### src/rtl/int_rx_pkg.sv
// Shared types and helpers for the interrupter receiver.
package int_rx_pkg;

   typedef enum logic [1:0] {
      IDLE    = 2'd0,
      ON      = 2'd1,
      HOLDOFF = 2'd2
   } state_t;

   localparam int unsigned PW_W = 8;

   // Counter width large enough to hold max_cnt itself.
   function automatic int unsigned cnt_w(input int unsigned max_cnt);
      return $clog2(max_cnt) + 1;
   endfunction

endpackage

### src/rtl/int_rx_filt.sv
// Two-flop synchronizer plus deglitch filter with registered edge strobes.
module int_rx_filt
   import int_rx_pkg::*;
#(
   parameter int unsigned GLITCH_CYC = 3
) (
   input  logic clk,
   input  logic rst_n,
   input  logic raw,
   output logic lvl,
   output logic rise,
   output logic fall
);

   localparam int unsigned CW = cnt_w(GLITCH_CYC);

   logic [1:0]    sync_q, sync_d;
   logic          lvl_q, lvl_d;
   logic          valid_q, valid_d;
   logic [CW-1:0] cnt_q, cnt_d;
   logic          rise_q, rise_d;
   logic          fall_q, fall_d;

   // Until a stable low has been seen after reset no edges are reported,
   // so an input already high at reset release cannot look like a rise.
   always_comb begin
      sync_d  = {sync_q[0], raw};
      lvl_d   = lvl_q;
      valid_d = valid_q;
      cnt_d   = '0;
      rise_d  = 1'b0;
      fall_d  = 1'b0;
      if (!valid_q) begin
         if (!sync_q[1]) begin
            if (cnt_q == CW'(GLITCH_CYC - 1)) valid_d = 1'b1;
            else                              cnt_d   = cnt_q + 1'b1;
         end
      end else if (sync_q[1] != lvl_q) begin
         if (cnt_q == CW'(GLITCH_CYC - 1)) begin
            lvl_d  = sync_q[1];
            rise_d = sync_q[1];
            fall_d = !sync_q[1];
         end else begin
            cnt_d = cnt_q + 1'b1;
         end
      end
   end

   always_ff @(posedge clk or negedge rst_n) begin
      if (!rst_n) begin
         sync_q  <= '0;
         lvl_q   <= 1'b0;
         valid_q <= 1'b0;
         cnt_q   <= '0;
         rise_q  <= 1'b0;
         fall_q  <= 1'b0;
      end else begin
         sync_q  <= sync_d;
         lvl_q   <= lvl_d;
         valid_q <= valid_d;
         cnt_q   <= cnt_d;
         rise_q  <= rise_d;
         fall_q  <= fall_d;
      end
   end

   assign lvl  = lvl_q;
   assign rise = rise_q;
   assign fall = fall_q;

endmodule

### src/rtl/int_rx.sv
// Interrupter receiver: gate-enable FSM with on-time limit and off-time holdoff.
// Define INT_RX_PW_MEAS_EN to include the pulse-width measurement (pw_us).
module int_rx
   import int_rx_pkg::*;
#(
   parameter int unsigned CLK_MHZ    = 100,
   parameter int unsigned PW_MAX_US  = 200,
   parameter int unsigned OFF_MIN_US = 1000,
   parameter int unsigned GLITCH_CYC = 3
) (
   input  logic            clk,
   input  logic            rst_n,
   input  logic            int_in,
   output logic            en,
   output logic            trunc,
   output logic            drop,
   output logic [PW_W-1:0] pw_us
);

   localparam int unsigned ON_MAX  = PW_MAX_US * CLK_MHZ;
   localparam int unsigned OFF_MAX = OFF_MIN_US * CLK_MHZ;
   localparam int unsigned ON_W    = cnt_w(ON_MAX);
   localparam int unsigned OFF_W   = cnt_w(OFF_MAX);

   state_t           state_q, state_d;
   logic [ON_W-1:0]  on_cnt_q, on_cnt_d;
   logic [OFF_W-1:0] off_cnt_q, off_cnt_d;
   logic             en_q, en_d;
   logic             trunc_q, trunc_d;
   logic             drop_q, drop_d;
   logic             en_fall;
   logic             f_lvl, f_rise, f_fall;

   int_rx_filt #(.GLITCH_CYC(GLITCH_CYC)) u_filt (
      .clk   (clk),
      .rst_n (rst_n),
      .raw   (int_in),
      .lvl   (f_lvl),
      .rise  (f_rise),
      .fall  (f_fall)
   );

   always_comb begin
      state_d   = state_q;
      on_cnt_d  = on_cnt_q;
      off_cnt_d = off_cnt_q;
      en_d      = en_q;
      trunc_d   = 1'b0;
      drop_d    = 1'b0;
      en_fall   = 1'b0;
      case (state_q)
         IDLE: begin
            on_cnt_d  = '0;
            off_cnt_d = '0;
            if (f_rise && f_lvl) begin
               state_d = ON;
               en_d    = 1'b1;
            end
         end
         ON: begin
            on_cnt_d = on_cnt_q + 1'b1;
            // Limit has priority over a coincident falling edge.
            if (on_cnt_d == ON_W'(ON_MAX)) begin
               trunc_d = 1'b1;
               en_fall = 1'b1;
            end else if (f_fall) begin
               en_fall = 1'b1;
            end
            if (en_fall) begin
               state_d   = HOLDOFF;
               en_d      = 1'b0;
               off_cnt_d = '0;
            end
         end
         HOLDOFF: begin
            drop_d    = f_rise;
            off_cnt_d = off_cnt_q + 1'b1;
            if (off_cnt_d == OFF_W'(OFF_MAX)) state_d = IDLE;
         end
         default: state_d = IDLE;
      endcase
   end

   always_ff @(posedge clk or negedge rst_n) begin
      if (!rst_n) begin
         state_q   <= IDLE;
         on_cnt_q  <= '0;
         off_cnt_q <= '0;
         en_q      <= 1'b0;
         trunc_q   <= 1'b0;
         drop_q    <= 1'b0;
      end else begin
         state_q   <= state_d;
         on_cnt_q  <= on_cnt_d;
         off_cnt_q <= off_cnt_d;
         en_q      <= en_d;
         trunc_q   <= trunc_d;
         drop_q    <= drop_d;
      end
   end

   assign en    = en_q;
   assign trunc = trunc_q;
   assign drop  = drop_q;

`ifdef INT_RX_PW_MEAS_EN
   localparam int unsigned PRE_W = cnt_w(CLK_MHZ);
   localparam int unsigned US_W  = cnt_w(PW_MAX_US);

   logic [PRE_W-1:0] pre_q, pre_d;
   logic [US_W-1:0]  us_q, us_d;
   logic [PW_W-1:0]  pw_q, pw_d;

   // pw latches the count including the clock on which en falls.
   always_comb begin
      pre_d = '0;
      us_d  = '0;
      pw_d  = pw_q;
      if (state_q == ON) begin
         if (pre_q == PRE_W'(CLK_MHZ - 1)) begin
            us_d = us_q + 1'b1;
         end else begin
            pre_d = pre_q + 1'b1;
            us_d  = us_q;
         end
      end
      if (en_fall) pw_d = (32'(us_d) > 32'd255) ? '1 : PW_W'(us_d);
   end

   always_ff @(posedge clk or negedge rst_n) begin
      if (!rst_n) begin
         pre_q <= '0;
         us_q  <= '0;
         pw_q  <= '0;
      end else begin
         pre_q <= pre_d;
         us_q  <= us_d;
         pw_q  <= pw_d;
      end
   end

   assign pw_us = pw_q;
`else
   assign pw_us = '0;
`endif

endmodule
### config.mk
export PLATFORM = sky130hd
export DESIGN_NAME = int_rx
export DESIGN_NICKNAME = d
export VERILOG_FILES = /design/src/rtl/int_rx_pkg.sv /design/src/rtl/int_rx_filt.sv /design/src/rtl/int_rx.sv
export SDC_FILE = /design/constraint.sdc
export NUM_CORES = 1
export LEC_CHECK = 0
export BUFFER_PORTS_ARGS = -buffer_cell sky130_fd_sc_hd__buf_4
export CORE_ASPECT_RATIO = 1.1
export CORE_MARGIN = 5
export CORE_UTILIZATION = 55
export CTS_CLUSTER_DIAMETER = 100
export DETAILED_ROUTE_END_ITERATION = 12
export GPL_ROUTABILITY_DRIVEN = 1
export GPL_TIMING_DRIVEN = 0
export PLACE_DENSITY = 0.73
export SLEW_MARGIN = 0
export SYNTH_ARGS = -nofsm -noshare
export SYNTH_HDL_FRONTEND = slang
export SYNTH_HIERARCHICAL = 1
export SYNTH_SLANG_ARGS = --single-unit
### constraint.sdc
create_clock -name clk -period 2.7 [get_ports clk]
set_input_delay 0.135 -clock clk [delete_from_list [all_inputs] [get_ports clk]]
set_output_delay 0.135 -clock clk [all_outputs]
set_load 0.02 [all_outputs]
==> flow_summary.toml, run 1 <==
[status]
status = "finished, final reports clean"

[power_and_ir_drop]
leakagePower_nw = 1.34
power_density_mw_per_mm2 = 545
clockPowerShare_pct = 29.9
internal_power_mw = 1.22
seqPwrFrac_pct = 46.7
ir_worst_vdd_v = 0.000486
p_switching_uw = 602
combPwrFrac_pct = 23.3
switching_share_pct = 33.1

[die]
die_h_um = 87.9
die_area_mm2 = 0.00711
floorplan.die.width_um = 80.8
rows = 28
start_util_pct = 56.7
coreArea_mm2 = 0.00536
io_pins = 14

[clocking]
root_buffer = "clkbuf_8"
cts_sinks = 48
cts_buffers = 5
cts_tree = "built"
clk_latency_ps = 310
htreeDepth = 2
clockBufferDepth = 2
path_clk_slew_ps = 90
post-cts-setup-buffer-count = 0

[timing]
fin_ws_ps = 153
rsz0062_at_grt = "false"
worst_slew_pin_slew_ps = 605
slew_violations = 0
finalSetupViolations = 0
fin_worst_skew_ps = 9.42
hold_violations = 0
fin_crit_sh_pct = 94.3
fin_setup_tns_ps = 0
max_freq_mhz = 393
slew_headroom_pct = 59.7
fin_crit_ps = 2550

[final_layout]
nets = 377
mostFrequentLayoutCells = "dfrtp_1, nand2_1, o21ai_0, nor2_1"
drive_gt1_share_pct = 13.7
antenna_cells = 0
nFillCells = 488
layout_commonest_cell = "dfrtp_1"
area_growth_pct = 9.93

[grt]
grt_pass1_wl_mm = 12.0
grt_overflow = 0
antenna_found_initial = 0
track_usage_pct = 21.6
grt_max_degree = 49
grt_pass1_vias = 2582

[route]
via_per_inst = 6.05
wire_per_inst_um = 15.7
drc = 0
drt_iter0_markers = 198
ant_nets = 0
routed-via-count = 2704
firstDrtPassIters = 5
totalWireLength_mm = 7.01

[critical_path]
arrival_ps = 2720
setup.worst_path.start_class = "flop"
worstSetupPathType = "reg -> reg"
worstPathRequired_ps = 2880
worst-path-max-fanout = 9
r2r_cells = 10
end_kind = "flop"

[placed_design]
dp_slack_ps = 120
dp_hpwl_mm = 4.81
gp_congestion = 0.914
portBuffers = 5

[synth]
muxShareOfSynthArea_pct = 3.54
yosys.area_share.simple_pct = 25.4
syn-mean-instance-area_um2 = 8.68
yosysTopAreaCell = "dfrtp_1"
yosys_warnings = 6
ys.flop_type = "dfrtp_1"
synth_cell_types = 60
syn-cell-area_mm2 = 0.00304
yosysTopAreaCellShare_pct = 39.6
syn_inst = 350
ys_ff_latch = 48
synthXorXnorAreaFrac_pct = 1.73
synth_adder_area_share_pct = 1.24
synth_compound_area_share_pct = 21.5
synth.area.top_cells = "dfrtp_1, o21ai_0, nand2_1"
yosysSeqAreaShare_pct = 39.6
synth_top_family_by_area = "simple AND/OR/NAND/NOR gates"
synthArstFlopShare_pct = 100
synth_edf_count = 0

[min_path]
min_path_cells = 0
timing.hold.worst.class = "reg -> reg"

[job]
cap_violations = 0
stage by stage:
stage          util [%]  cell area [um^2]  total power [mW]  hold slack, ps  std cells
2_1_floorplan         -              3060              1.15            -161        357
3_3_place_gp       59.6              3190              1.27             193        437
3_5_place_dp       59.6              3190              1.28             193        437
4_1_cts            62.1              3330              1.83             369        447
5_1_grt            62.3              3340              1.92             390        447
6_report           62.3              3340              1.82             360        447
layer usage:
layer / track usage [%] / wire (um) / vias to the layer above
li1: - / - / 1311
met1: 26.8 / 3150 / 1311
met2: 37.9 / 3530 / 72
met3: 3.40 / 238 / 10
met4: 7.22 / 91 / 0
met5: 0 / 0 / -
final timing paths:
path                                         endpoint                  startpoint  slack (ps)
setup / recovery            off_cnt_q[17]$_DFFE_PN0P_     on_cnt_q[0]$_DFFE_PN0P_         150
hold / removal             u_filt/sync_q[1]$_DFF_PN0_  u_filt/sync_q[0]$_DFF_PN0_         360
setup reg to reg            off_cnt_q[17]$_DFFE_PN0P_     on_cnt_q[0]$_DFFE_PN0P_         150
hold reg to reg            u_filt/sync_q[1]$_DFF_PN0_  u_filt/sync_q[0]$_DFF_PN0_         360
max in group asynchronous     on_cnt_q[1]$_DFFE_PN0P_                       rst_n        1880
min in group asynchronous    on_cnt_q[14]$_DFFE_PN0P_                       rst_n         370
critical path, stage by stage (launching register included):
cell	delay [ps]
dfrtp_2	460
ha_1	200
buf_2	160
and3_1	150
buf_2	160
o32a_1	170
o32a_1	380
nor2_4	170
a311oi_4	180
o21ai_0	270
o31ai_1	120
state kept, by name, indices dropped and copies added, names as in the netlist:
signal	flops
u_filt/valid_q	1
u_filt/cnt_q	3
u_filt/rise	1
u_filt/lvl	1
off_cnt_q	18
u_filt/sync_q	2
u_filt/fall	1
state_q	2
on_cnt_q	16
trunc	1
en	1
drop	1
area by class of cell:
| class | instances | area, um^2 | area share [%] |
|---|---|---|---|
| flip-flops and latches | 48 | 1200 | 36.1 |
| plain buffers | 32 | 181 | 5.43 |
| clock buffers | 5 | 68.8 | 2.06 |
| multi-input cells | 269 | 1660 | 49.6 |
| clock inverters | 3 | 46.3 | 1.39 |
| inverters | 8 | 30.0 | 0.900 |
| well taps | 75 | 93.8 | 2.81 |
| repair buffers | 7 | 57.6 | 1.72 |
Yosys cell counts, types with 7 or more instances:
library cell / count
a31oi_1: 14
dfrtp_1: 48
nand4_1: 13
nand3_1: 12
o21ai_0: 29
buf_4: 12
nand2_1: 37
and3_1: 8
clkbuf_1: 10
buf_2: 7
inv_1: 7
nor3_1: 16
a21oi_1: 17
mux2i_1: 7
nor2_1: 26
cell families (layout without fill, tap and decap cells):
kind of cell,after synthesis,after routing
AOI/OAI and AO/OA,98,98
DFF,48,48
adders and majority gates,3,3
and+or+nand+nor,144,144
other,1,8
buffers and inverters,40,55
muxes,10,10
xor gates and xnor gates,6,6
power groups by stage:
stage | Sequential (mW) | Combinational [mW] | Clock (mW)
global placement | 0.860 | 0.413 | 0
detailed placement | 0.865 | 0.420 | 0
global route | 0.861 | 0.473 | 0.589
floorplan | 0.856 | 0.294 | 0
finish | 0.850 | 0.425 | 0.544
CTS | 0.849 | 0.425 | 0.557
repair_timing:
| action | in CTS | in global routing |
|---|---|---|
| endpoints found under the hold margin | 49 | 0 |
| setup endpoints to repair | 0 | 15 |
| resized for setup | 0 | 4 |
| hold buffers | 2 | 0 |
(Power assumes the default switching activity.)
==> run 2, diff against run 1 <==
--- a/config.mk
+++ b/config.mk
@@ -7,7 +7,7 @@
 export LEC_CHECK = 0
 export BUFFER_PORTS_ARGS = -buffer_cell sky130_fd_sc_hd__buf_4
 export CORE_ASPECT_RATIO = 1.1
-export CORE_MARGIN = 5
+export CORE_MARGIN = 2
 export CORE_UTILIZATION = 55
 export CTS_CLUSTER_DIAMETER = 100
 export DETAILED_ROUTE_END_ITERATION = 12
==> run 2 against run 1 <==
Effect of this change: global-route usage is 3.0 points higher; clock power down 1%; utilization grew 0.12 points; sequential cell count unchanged; register-to-register slack barely moved; highest routed layer unchanged; critical path depth grew 1; first-iteration DRC count up 36%; largest cell class unchanged; routed wire length fell by 2.6%.
==> flow_summary.toml, run 2 (same netlist as run 1, synthesis figures left out) <==
[status]
status = "finished, final reports clean"

[die]
io_pins = 14
rows = 28
start_util_pct = 56.7
coreArea_mm2 = 0.00536
floorplan.die.width_um = 74.8
die_area_mm2 = 0.00613
die_h_um = 81.9

[timing]
slew_violations = 0
max_freq_mhz = 395
fin_crit_sh_pct = 93.8
fin_crit_ps = 2530
worst_slew_pin_slew_ps = 619
slew_headroom_pct = 58.7
whs_ps = 358
fin_worst_skew_ps = 5.88
finalSetupViolations = 0
hold_violations = 0

[critical_path]
worstSetupEndpoint = "off_cnt_q[14]$_DFFE_PN0P_"
crit_start = "on_cnt_q[0]$_DFFE_PN0P_"
reg2reg_to = "off_cnt_q[14]$_DFFE_PN0P_"
worstSetupPathType = "reg -> reg"
r2r_cells = 11
worstPathRequired_ps = 2870
worst-path-max-fanout = 10
r2r-start = "on_cnt_q[0]$_DFFE_PN0P_"
setup.worst_path.start_class = "flop"
cp_cell_sequence = "ha_1 > buf_2 > and3_1 > buf_2 > o32a_1 > o32a_1 > nor2_4 > a31oi_2 > nand2_1 > buf_6 > o22ai_1"
slowest_delay_ps = 460
rrSetupSlack_ps = 170
end_kind = "flop"
crit_path_top_delay_cell = "dfrtp_2"
arrival_ps = 2710

[final_layout]
mostFrequentLayoutCells = "dfrtp_1, nand2_1, o21ai_0, nor2_1, buf_4"
drive_gt1_share_pct = 13.9
top_regs = "off_cnt_q x18, on_cnt_q x16, u_filt/cnt_q x3"
area_growth_pct = 10.1
largest_reg_flops = 18
antenna_cells = 0
final_area_mm2 = 0.00334
nets = 378
layout_commonest_cell = "dfrtp_1"
largest-register = "off_cnt_q"

[route]
drc = 0
totalWireLength_mm = 6.83
firstDrtPassIters = 4
via_per_inst = 5.98
drt_iter0_markers = 269
wire_per_inst_um = 15.2
routed-via-count = 2681
ant_nets = 0

[clocking]
root_buffer = "clkbuf_8"
clockBufferDepth = 2
cts_buffers = 5
cts_sinks = 48
clk_latency_ps = 310
cts_tree = "built"
htreeDepth = 2
path_clk_slew_ps = 90

[min_path]
timing.hold.worst.class = "reg -> reg"
hp-start = "u_filt/sync_q[0]$_DFF_PN0_"

[grt]
grt_pass1_wl_mm = 11.7
grt_pass1_vias = 2525
track_usage_pct = 24.6
antenna_found_initial = 0
grt_overflow = 0
grt_max_degree = 49

[placed_design]
portBuffers = 5
gp_congestion = 0.897
dp_hpwl_mm = 4.70
place_area_mm2 = 0.00319

[power_and_ir_drop]
power_density_mw_per_mm2 = 542
leakagePower_nw = 1.35
ir_worst_vdd_v = 0.000574
fin_total_pwr_mw = 1.81

[job]
cap_violations = 0
## run 2: per-layer routing
layer  vias to the layer above  part of all wire (%)  routed length (um)  track usage, %
met3                         9                   4.6                 317            4.17
met5                         -                     0                   0               0
met2                        69                    49                3360            39.8
met1                      1286                    44                3030            32.7
met4                         0                   1.9                 127            8.93
li1                       1317                     -                   -               -
## run 2: final cells by class
type / count / area [um^2]
Fill cell: 458 / 2020
Multi-Input combinational cell: 269 / 1660
Sequential cell: 48 / 1200
Buffer: 32 / 181
Tap cell: 75 / 93.8
Clock buffer: 5 / 68.8
Timing Repair Buffer: 8 / 65.1
Clock inverter: 3 / 46.3
Inverter: 8 / 30.0
## run 2: where the power goes
part           internal, mW  leakage, nW  switching (mW)  total [mW]
Combinational         0.164        0.641           0.262       0.427
Sequential            0.780        0.653          0.0714       0.851
Clock                 0.279       0.0548           0.257       0.537
## run 2: what timing repair did
| action | in CTS | in global routing |
|---|---|---|
| setup endpoints to repair | 0 | 17 |
| resized for setup | 0 | 3 |
| buffers inserted | 0 | 1 |
| hold buffers | 2 | 0 |
| hold endpoints to repair | 49 | 0 |
## run 2: worst min path at each step
stage | endpoint | depth (start not counted)
after detailed placement | off_cnt_q[11]$_DFFE_PN0P_ | 1
after floorplan | drop$_DFF_PN0_ | 0
after global routing | u_filt/sync_q[1]$_DFF_PN0_ | 0
after CTS | u_filt/sync_q[1]$_DFF_PN0_ | 0
final | u_filt/sync_q[1]$_DFF_PN0_ | 0
after global placement | on_cnt_q[12]$_DFFE_PN0P_ | 1
## run 2: stage by stage
stage | setup WS [ps] | setup TNS (ps) | std cells | utilization (%)
2_1_floorplan | 405 | 0 | 357 | -
3_3_place_gp | 150 | 0 | 437 | 59.6
3_5_place_dp | 134 | 0 | 437 | 59.6
4_1_cts | 124 | 0 | 447 | 62.1
5_1_grt | -6.60 | -18.5 | 448 | 62.4
6_report | 167 | 0 | 448 | 62.4
## run 2: worst max-delay path: cells and delay by family, from the launching register on
family                     cells  cell delay (ps)
DFF                            1              460
adders and majority gates      1              220
and+or+nand+nor                3              470
buffers and inverters          3              490
AOI/OAI and AO/OA              4              760
